===== src/rtl/uart_pkg.sv =====
// rtl/uart_pkg.sv - shared types and constants for the d16 UART receiver
package uart_pkg;

  typedef enum logic [2:0] {
    ST_IDLE,
    ST_START,
    ST_DATA,
    ST_PARITY,
    ST_STOP,
    ST_BREAK
  } rx_state_t;

  localparam logic [1:0] ADDR_DATA   = 2'd0;
  localparam logic [1:0] ADDR_STATUS = 2'd1;
  localparam logic [1:0] ADDR_LEVEL  = 2'd2;
  localparam logic [1:0] ADDR_CTRL   = 2'd3;

  localparam int STAT_NE   = 0;
  localparam int STAT_FULL = 1;
  localparam int STAT_OV   = 2;
  localparam int STAT_FE   = 3;
  localparam int STAT_PE   = 4;
  localparam int STAT_IE   = 5;

  localparam int         OVERSAMPLE = 16;
  localparam logic [3:0] VOTE_A     = 4'd7;
  localparam logic [3:0] VOTE_B     = 4'd8;
  localparam logic [3:0] VOTE_C     = 4'd9;

  function automatic logic majority3(input logic a, input logic b, input logic c);
    return (a & b) | (a & c) | (b & c);
  endfunction

endpackage


===== src/rtl/uart_rx_fifo_if.sv =====
// rtl/uart_rx_fifo_if.sv - d16 register bus bundle for the UART receiver
interface uart_rx_fifo_if;
  logic [1:0] i_addr;
  logic [7:0] i_dat;
  logic [7:0] o_dat;
  logic       i_we;
  logic       i_cyc;

  modport master (output i_addr, i_dat, i_we, i_cyc, input o_dat);
  modport slave  (input i_addr, i_dat, i_we, i_cyc, output o_dat);
endinterface


===== src/rtl/uart_fifo.sv =====
// rtl/uart_fifo.sv - synchronous FIFO; push on full is accepted when a pop happens in the same cycle
module uart_fifo #(
  parameter int WIDTH = 8,
  parameter int DEPTH = 16
) (
  input  logic                     i_clk,
  input  logic                     i_reset_n,
  input  logic                     push,
  input  logic [WIDTH-1:0]         wdata,
  input  logic                     pop,
  output logic [WIDTH-1:0]         rdata,
  output logic                     full,
  output logic                     empty,
  output logic [$clog2(DEPTH):0]   count
);
  localparam int AW = $clog2(DEPTH);

  logic [WIDTH-1:0] mem [DEPTH];
  logic [AW-1:0]    wr_ptr, rd_ptr;
  logic             push_ok, pop_ok;

  assign empty   = (count == '0);
  assign full    = (count == (AW+1)'(DEPTH));
  assign pop_ok  = pop && !empty;
  assign push_ok = push && (!full || pop_ok);
  assign rdata   = mem[rd_ptr];

  always_ff @(posedge i_clk or negedge i_reset_n) begin
    if (!i_reset_n) begin
      wr_ptr <= '0;
      rd_ptr <= '0;
      count  <= '0;
    end else begin
      if (push_ok) wr_ptr <= wr_ptr + 1'b1;
      if (pop_ok)  rd_ptr <= rd_ptr + 1'b1;
      if (push_ok && !pop_ok)      count <= count + 1'b1;
      else if (pop_ok && !push_ok) count <= count - 1'b1;
    end
  end

  always_ff @(posedge i_clk) begin
    if (push_ok) mem[wr_ptr] <= wdata;
  end

endmodule


===== src/rtl/uart_rx_fifo.sv =====
// rtl/uart_rx_fifo.sv - 16x oversampled UART receiver with FIFO and interrupt; UART_RX_PARITY_EN adds a parity bit
module uart_rx_fifo
  import uart_pkg::*;
#(
  parameter int SYS_CLK    = 50_000_000,
  parameter int BAUDRATE   = 115200,
  parameter int DATA_BITS  = 8,
  parameter int FIFO_DEPTH = 16,
  parameter int INT_LEVEL  = 1
`ifdef UART_RX_PARITY_EN
  ,
  parameter bit PARITY_ODD = 1'b0
`endif
) (
  input  logic          i_clk,
  input  logic          i_reset_n,
  uart_rx_fifo_if.slave bus,
  input  logic          rx,
  output logic          o_int
);
  localparam int OSDIV = SYS_CLK / (BAUDRATE * OVERSAMPLE);
  localparam int OSW   = $clog2(OSDIV);
  localparam int SCW   = $clog2(OVERSAMPLE);
  localparam int CW    = $clog2(FIFO_DEPTH) + 1;
  localparam logic [OSW-1:0] OS_RELOAD = OSW'(OSDIV - 1);
  localparam logic [2:0]     LAST_BIT  = 3'(DATA_BITS - 1);
  localparam logic [CW-1:0]  INT_THR   = CW'(INT_LEVEL);
`ifdef UART_RX_PARITY_EN
  localparam rx_state_t AFTER_DATA = ST_PARITY;
`else
  localparam rx_state_t AFTER_DATA = ST_STOP;
`endif

  rx_state_t            state_q, state_d;
  logic                 rx_meta, rx_s, rx_s_d;
  logic [OSW-1:0]       os_cnt;
  logic [SCW-1:0]       sc;
  logic                 tick, decide, vote, v_a, v_b;
  logic [2:0]           bit_cnt;
  logic [DATA_BITS-1:0] shreg;
  logic                 restart, shift_en, push_req, fe_set, pe_set;
  logic                 push_q, ov_q, fe_q, pe_q, ie_q, int_q;
  logic                 rd, wr, pop_req, stat_rd, ov_set;
  logic [DATA_BITS-1:0] fifo_rdata;
  logic                 fifo_full, fifo_empty;
  logic [CW-1:0]        fifo_count;
  logic [8:0]           cnt_ext;
  logic [7:0]           rd_word, status;
  logic                 unused_dat;

  always_ff @(posedge i_clk or negedge i_reset_n) begin
    if (!i_reset_n) {rx_meta, rx_s, rx_s_d} <= 3'b111;
    else            {rx_meta, rx_s, rx_s_d} <= {rx, rx_meta, rx_s};
  end

  assign tick   = (os_cnt == '0);
  assign decide = tick && (sc == VOTE_C);
  assign vote   = majority3(v_a, v_b, rx_s);

  always_ff @(posedge i_clk or negedge i_reset_n) begin
    if (!i_reset_n) begin
      os_cnt <= OS_RELOAD;
      sc     <= '0;
      v_a    <= 1'b1;
      v_b    <= 1'b1;
    end else begin
      if (restart) begin
        os_cnt <= OS_RELOAD;
        sc     <= '0;
      end else if (tick) begin
        os_cnt <= OS_RELOAD;
        sc     <= sc + 1'b1;
      end else begin
        os_cnt <= os_cnt - 1'b1;
      end
      if (tick && sc == VOTE_A) v_a <= rx_s;
      if (tick && sc == VOTE_B) v_b <= rx_s;
    end
  end

  always_ff @(posedge i_clk or negedge i_reset_n) begin
    if (!i_reset_n) state_q <= ST_IDLE;
    else            state_q <= state_d;
  end

  always_comb begin
    state_d  = state_q;
    restart  = 1'b0;
    shift_en = 1'b0;
    push_req = 1'b0;
    fe_set   = 1'b0;
    pe_set   = 1'b0;
    case (state_q)
      ST_IDLE: if (rx_s_d && !rx_s) begin
        state_d = ST_START;
        restart = 1'b1;
      end
      ST_START: if (decide) state_d = vote ? ST_IDLE : ST_DATA;
      ST_DATA: if (decide) begin
        shift_en = 1'b1;
        if (bit_cnt == LAST_BIT) state_d = AFTER_DATA;
      end
`ifdef UART_RX_PARITY_EN
      ST_PARITY: if (decide) begin
        pe_set  = ((^shreg) ^ vote) != PARITY_ODD;
        state_d = ST_STOP;
      end
`endif
      ST_STOP: if (decide) begin
        if (vote) begin
          push_req = 1'b1;
          state_d  = ST_IDLE;
        end else begin
          fe_set  = 1'b1;
          state_d = ST_BREAK;
        end
      end
      // a held-low line must return high before another start can be seen
      ST_BREAK: if (rx_s) state_d = ST_IDLE;
      default: state_d = ST_IDLE;
    endcase
  end

  assign rd      = bus.i_cyc && !bus.i_we;
  assign wr      = bus.i_cyc && bus.i_we;
  assign pop_req = rd && (bus.i_addr == ADDR_DATA);
  assign stat_rd = rd && (bus.i_addr == ADDR_STATUS);
  assign ov_set  = push_q && fifo_full && !pop_req;

  always_ff @(posedge i_clk or negedge i_reset_n) begin
    if (!i_reset_n) begin
      bit_cnt <= '0;
      shreg   <= '0;
      push_q  <= 1'b0;
      ov_q    <= 1'b0;
      fe_q    <= 1'b0;
      pe_q    <= 1'b0;
      ie_q    <= 1'b0;
      int_q   <= 1'b0;
    end else begin
      if (restart)       bit_cnt <= '0;
      else if (shift_en) bit_cnt <= bit_cnt + 1'b1;
      if (shift_en) shreg <= {vote, shreg[DATA_BITS-1:1]};
      push_q <= push_req;
      // a flag raised in the same cycle as a status read survives the clear
      ov_q <= (ov_q && !stat_rd) || ov_set;
      fe_q <= (fe_q && !stat_rd) || fe_set;
      pe_q <= (pe_q && !stat_rd) || pe_set;
      if (wr && bus.i_addr == ADDR_CTRL) ie_q <= bus.i_dat[0];
      int_q <= ie_q && (fifo_count >= INT_THR);
    end
  end

  uart_fifo #(
    .WIDTH (DATA_BITS),
    .DEPTH (FIFO_DEPTH)
  ) u_fifo (
    .i_clk     (i_clk),
    .i_reset_n (i_reset_n),
    .push      (push_q),
    .wdata     (shreg),
    .pop       (pop_req),
    .rdata     (fifo_rdata),
    .full      (fifo_full),
    .empty     (fifo_empty),
    .count     (fifo_count)
  );

  always_comb begin
    rd_word                  = '0;
    rd_word[DATA_BITS-1:0]   = fifo_rdata;
    status                   = '0;
    status[STAT_NE]          = !fifo_empty;
    status[STAT_FULL]        = fifo_full;
    status[STAT_OV]          = ov_q;
    status[STAT_FE]          = fe_q;
    status[STAT_PE]          = pe_q;
    status[STAT_IE]          = ie_q;
    cnt_ext                  = 9'(fifo_count);
    bus.o_dat                = '0;
    case (bus.i_addr)
      ADDR_DATA:   bus.o_dat = fifo_empty ? 8'h00 : rd_word;
      ADDR_STATUS: bus.o_dat = status;
      ADDR_LEVEL:  bus.o_dat = cnt_ext[8] ? 8'hFF : cnt_ext[7:0];
      default:     bus.o_dat = {7'b0, ie_q};
    endcase
  end

  assign unused_dat = ^bus.i_dat[7:1];
  assign o_int      = int_q;

endmodule

===== src/flat_wrapper.sv =====
// flat-port wrapper written by rule: the top's interface ports become plain ports
module uart_rx_fifo_flat import uart_pkg::*;
#(
  parameter int SYS_CLK    = 50_000_000,
  parameter int BAUDRATE   = 115200,
  parameter int DATA_BITS  = 8,
  parameter int FIFO_DEPTH = 16,
  parameter int INT_LEVEL  = 1

)
  (i_clk, i_reset_n, rx, o_int, bus_i_addr, bus_i_dat, bus_i_we, bus_i_cyc, bus_o_dat);
  uart_rx_fifo_if bus_i ();
  input  logic i_clk;
  input  logic i_reset_n;
  input  logic rx;
  output logic o_int;
  input wire logic [$bits(bus_i.i_addr)-1:0] bus_i_addr;
  input wire logic [$bits(bus_i.i_dat)-1:0] bus_i_dat;
  input wire logic [$bits(bus_i.i_we)-1:0] bus_i_we;
  input wire logic [$bits(bus_i.i_cyc)-1:0] bus_i_cyc;
  output wire logic [$bits(bus_i.o_dat)-1:0] bus_o_dat;
  assign bus_i.i_addr = bus_i_addr;
  assign bus_i.i_dat = bus_i_dat;
  assign bus_i.i_we = bus_i_we;
  assign bus_i.i_cyc = bus_i_cyc;
  assign bus_o_dat = bus_i.o_dat;
  uart_rx_fifo #(.SYS_CLK(SYS_CLK), .BAUDRATE(BAUDRATE), .DATA_BITS(DATA_BITS), .FIFO_DEPTH(FIFO_DEPTH), .INT_LEVEL(INT_LEVEL)) u_core (.i_clk(i_clk), .i_reset_n(i_reset_n), .bus(bus_i), .rx(rx), .o_int(o_int));
endmodule

===== config.mk =====
export PLATFORM = sky130hd
export DESIGN_NAME = uart_rx_fifo_flat
export DESIGN_NICKNAME = d
export VERILOG_FILES = /design/src/rtl/uart_pkg.sv /design/src/rtl/uart_rx_fifo_if.sv /design/src/rtl/uart_fifo.sv /design/src/rtl/uart_rx_fifo.sv /design/src/flat_wrapper.sv
export SDC_FILE = /design/constraint.sdc
export NUM_CORES = 1
export LEC_CHECK = 0
export CAP_MARGIN = 20
export CORE_ASPECT_RATIO = 1.5
export CORE_UTILIZATION = 57
export CTS_BUF_LIST = sky130_fd_sc_hd__clkbuf_4 sky130_fd_sc_hd__clkbuf_8
export DETAILED_ROUTE_END_ITERATION = 6
export GPL_TIMING_DRIVEN = 1
export PLACE_DENSITY = 0.85
export SYNTH_ARGS = -nofsm -noshare
export SYNTH_HDL_FRONTEND = slang
export SYNTH_SLANG_ARGS = --single-unit

===== constraint.sdc =====
create_clock -name i_clk -period 2.7 [get_ports i_clk]
set_clock_uncertainty 0.2 [all_clocks]
set_input_delay 0.54 -clock i_clk [delete_from_list [all_inputs] [get_ports i_clk]]
set_output_delay 0.54 -clock i_clk [all_outputs]
set_load 0.02 [all_outputs]

==> metrics.md <==
| Metric | Value |
|---|---|
| Outcome | `finished with violations` |
| Failing checks | `negative setup slack` |
| Post-Place Worst Slack | `-0.494 ns` |
| Fmax | `0.327 GHz` |
| Mean post-synth cell area | `around 16 sq um` |
| Total GRT Usage | `25.0%` |
| Most common cell after layout, fill and taps aside | `edfxtp_1` |
| R2R cell count | `9` |
| Clk sink count | `175` |
| Largest net degree at the start of global routing | `48` |
| Die Width | `between 90 and 100 um` |
| Yosys reg bits | `175` |
| RSZ-0062 raised after global routing | `yes` |
| Slew Viols, Final | `0` |
| Yosys warns | `0` |
| Filler cell count | `slightly below 800` |
| Data required time at the worst endpoint | `1.96 ns` |
| Mapped Cells | `461` |
| Max clock buf depth | `2` |
| Routed Antenna Nets | `0` |
| DR pass1 iterations | `5` |
| Number of I/O pins | `24` |
| Drt first-iter violations | `320` |
| Worst setup SP type | `register` |
| Post-synth EDFFs | `128` |
| Share of synthesized registers carrying an async set or reset | `between 20 and 30%` |
| Share of cells above drive strength 1 | `34.6%` |
| Hold Violations, Final | `0` |
| Die area | `approximately 14000 sq um` |
| Met3 WL | `939 um` |
| Hold path start | `u_core.rx_meta$_DFF_PN1_` |
| DP HPWL | `10600 um` |
| Highest-count cells in the layout ignoring fill and taps | `128 x edfxtp_1, 68 x buf_4, 38 x dfrtp_1` |
| Fin crit share | `113%` |
| Capture point of the worst reg-to-reg path | `u_core.u_fifo.count[4]$_DFFE_PN0P_` |
| Vias in the first global route | `4575` |
| Slew @ Worst Pin | `0.635 ns` |
| Clk root buf | `clkbuf_8` |
| Total grt overflow | `0` |
| Core ar. | `12600 sq um` |
| Yosys top cell area share | `between 50% and 60%` |
| Critical Path AT | `2.32 ns` |
| # setup viols final | `8` |
| Post-synthesis sequential area ratio | `67.4%` |
| Post-synthesis cell area | `7470 sq um` |
| Met1 Wirelength | `~5700 um` |
| Pwr/cell area | `559 nW/um^2` |
| Placed inst area | `8220 sq um` |
| Max Cap Violations | `0` |
| Vias | `4415` |
| PnR worst setup slack | `-0.358 ns` |
| Hold Crit Class | `reg -> reg` |
| Syn_nets | `492` |
| Uppermost layer routed | `met4` |
| Worst vdd ir | `302 uV` |
| Port buffer count | `16` |
| Clk_lat worst skew | `0.45 ns` |
| Leakage | `0.00341 uW` |
| Worst hold margin | `about 0.16 ns` |
| Gpl congestion | `about 0.8` |
| # DRC | `0` |
| Final Instance Area | `~8700 sq um` |
| Area growth from synthesis to final layout | `17.1%` |
| FF-to-FF setup slack | `between 0.1 and 0.15 ns` |
| Starting Density | `59.1%` |
| Synth unique cells | `between 50 and 60` |
| Hold Crit Depth | `0` |
| Crit path launch | `u_core.u_fifo.count[0]$_DFFE_PN0P_` |
| Setup crit end kind | `primary output` |
| Ys flop type | `edfxtp_1` |
| Crit path time final | `approximately 3 ns` |
| Final nets | `around 580` |
| Max-slew headroom | `57.6%` |
| Synth top area cells | `edfxtp_1 51%, dfrtp_1 13%, mux4_2 8.4%` |
| Die Span Y | `142 um` |
| Worst r2r src | `u_core.u_fifo.count[0]$_DFFE_PN0P_` |
| Via density | `6.17` |
| Crit Path Max Fanout | `5` |
| Met2 wire length | `8810 um` |
| Num CTS Buffers | `17` |
| Post-synth top area cell | `edfxtp_1` |
| Initial antenna violation count | `0` |
| Worst hold endpoint | `u_core.rx_s$_DFF_PN1_` |
| DR WL/cell | `22.5 um` |
| CTS tree | `yes` |
| Final WL | `16100 um` |
| Row count | `50` |
| Final core utilization | `69.2%` |
| H-tree depth | `4` |
| First-pass GRT wire length | `between 20000 and 25000 um` |
| Antenna diode count | `0` |
| Crit Path Class | `reg -> out` |
| Clock-pin slew on the worst setup and hold paths | `0.09 ns` |
-- per-layer routing --
metal	track usage, %	vias to the layer above
li1	-	1945
met1	27.1	2232
met2	43.7	195
met3	6.41	43
met4	13.4	0
met5	0	-
-- where the power goes --
| group | switching (uW) | internal (uW) |
|---|---|---|
| Clock | 914 | 686 |
| Combinational | 150 | 128 |
| Sequential | 71.1 | 2940 |
-- worst max path at each step --
stage                                   endpoint
4_1_cts                             bus_o_dat[2]
3_5_place_dp                        bus_o_dat[1]
2_1_floorplan  u_core.u_fifo.mem[1][0]$_DFFE_PP_
6_report                            bus_o_dat[2]
5_1_grt                             bus_o_dat[2]
3_3_place_gp                        bus_o_dat[1]
-- layout make-up --
class / count / area [sq um] / area share (%)
clock buffer: 20 / 263 / 3.01
clock inverter: 12 / 86.3 / 0.988
inverter: 10 / 37.5 / 0.429
multi-input combinational: 254 / 2370 / 27.1
sequential: 175 / 5030 / 57.5
tap: 156 / 195 / 2.23
timing repair buffer: 89 / 763 / 8.73
-- cell families (layout without fill, tap and decap cells) --
logic type | Yosys count | in the layout | share of synthesized area [%]
buf+inv | 32 | 131 | 2.23
xor+xnor | 16 | 16 | 1.88
mux | 64 | 64 | 13.5
flops | 175 | 175 | 67.4
compound gates | 43 | 43 | 4.01
simple gates | 114 | 114 | 8.16
fa+ha+maj | 17 | 17 | 2.82
-- Yosys cell counts, types with 2 or more instances --
| cell type | count |
|---|---|
| clkbuf_1 | 8 |
| buf_4 | 3 |
| nor2_1 | 29 |
| buf_1 | 3 |
| a21oi_1 | 7 |
| xor2_1 | 7 |
| buf_2 | 4 |
| mux2i_1 | 20 |
| mux4_2 | 28 |
| o21a_1 | 2 |
| a22oi_1 | 4 |
| o2111ai_1 | 2 |
| dfrtp_1 | 39 |
| or4_1 | 2 |
| a31oi_1 | 2 |
| or4b_4 | 2 |
| nor2b_1 | 8 |
| mux2_2 | 16 |
| nand4_1 | 8 |
| o22ai_1 | 4 |
| o21ai_0 | 8 |
| or3_1 | 2 |
| nand3_1 | 12 |
| ha_1 | 16 |
| inv_1 | 10 |
| a211oi_1 | 5 |
| dfstp_2 | 8 |
| nand2b_1 | 6 |
| edfxtp_1 | 128 |
| buf_6 | 4 |
| nor3_1 | 9 |
| nand2_1 | 23 |
| nand4b_1 | 2 |
| xnor2_1 | 9 |
-- worst max-delay path, stage by stage, from the launching register on --
cell and delay (ns):
dfrtp_1 0.41, inv_2 0.09, ha_4 0.13, or4b_4 0.51, nand3b_1 0.16, o22ai_2 0.09
a311o_1 0.33, buf_6 0.14
-- registers in the layout (all words and copies together), names as in the netlist, 3 cells and up --
| name | flops |
|---|---|
| u_core.os_cnt | 5 |
| u_core.state_q | 3 |
| u_core.u_fifo.wr_ptr | 4 |
| u_core.u_fifo.mem | 128 |
| u_core.shreg | 8 |
| u_core.u_fifo.rd_ptr | 4 |
| u_core.u_fifo.count | 5 |
| u_core.sc | 4 |
| u_core.bit_cnt | 3 |
-- through the flow --
step | cells | total power, uW | setup TNS (ns)
5_1_grt | 716 | 5070 | -3.11
3_5_place_dp | 678 | 3340 | -45.80
4_1_cts | 717 | 4910 | -2.84
6_report | 716 | 4890 | -2.57
2_1_floorplan | 461 | 3240 | -2.81
3_3_place_gp | 678 | 3310 | -41.44
-- what timing repair did --
item	4_1_cts	5_1_grt
pin swaps	5	5
hold buffers	1	0
endpoints found under the hold margin	31	0
gates resized for setup	59	22
endpoints found under the setup margin	8	9
gates cloned	1	0
buffers inserted	5	0
Note: power is estimated with default switching activity, not from simulation.
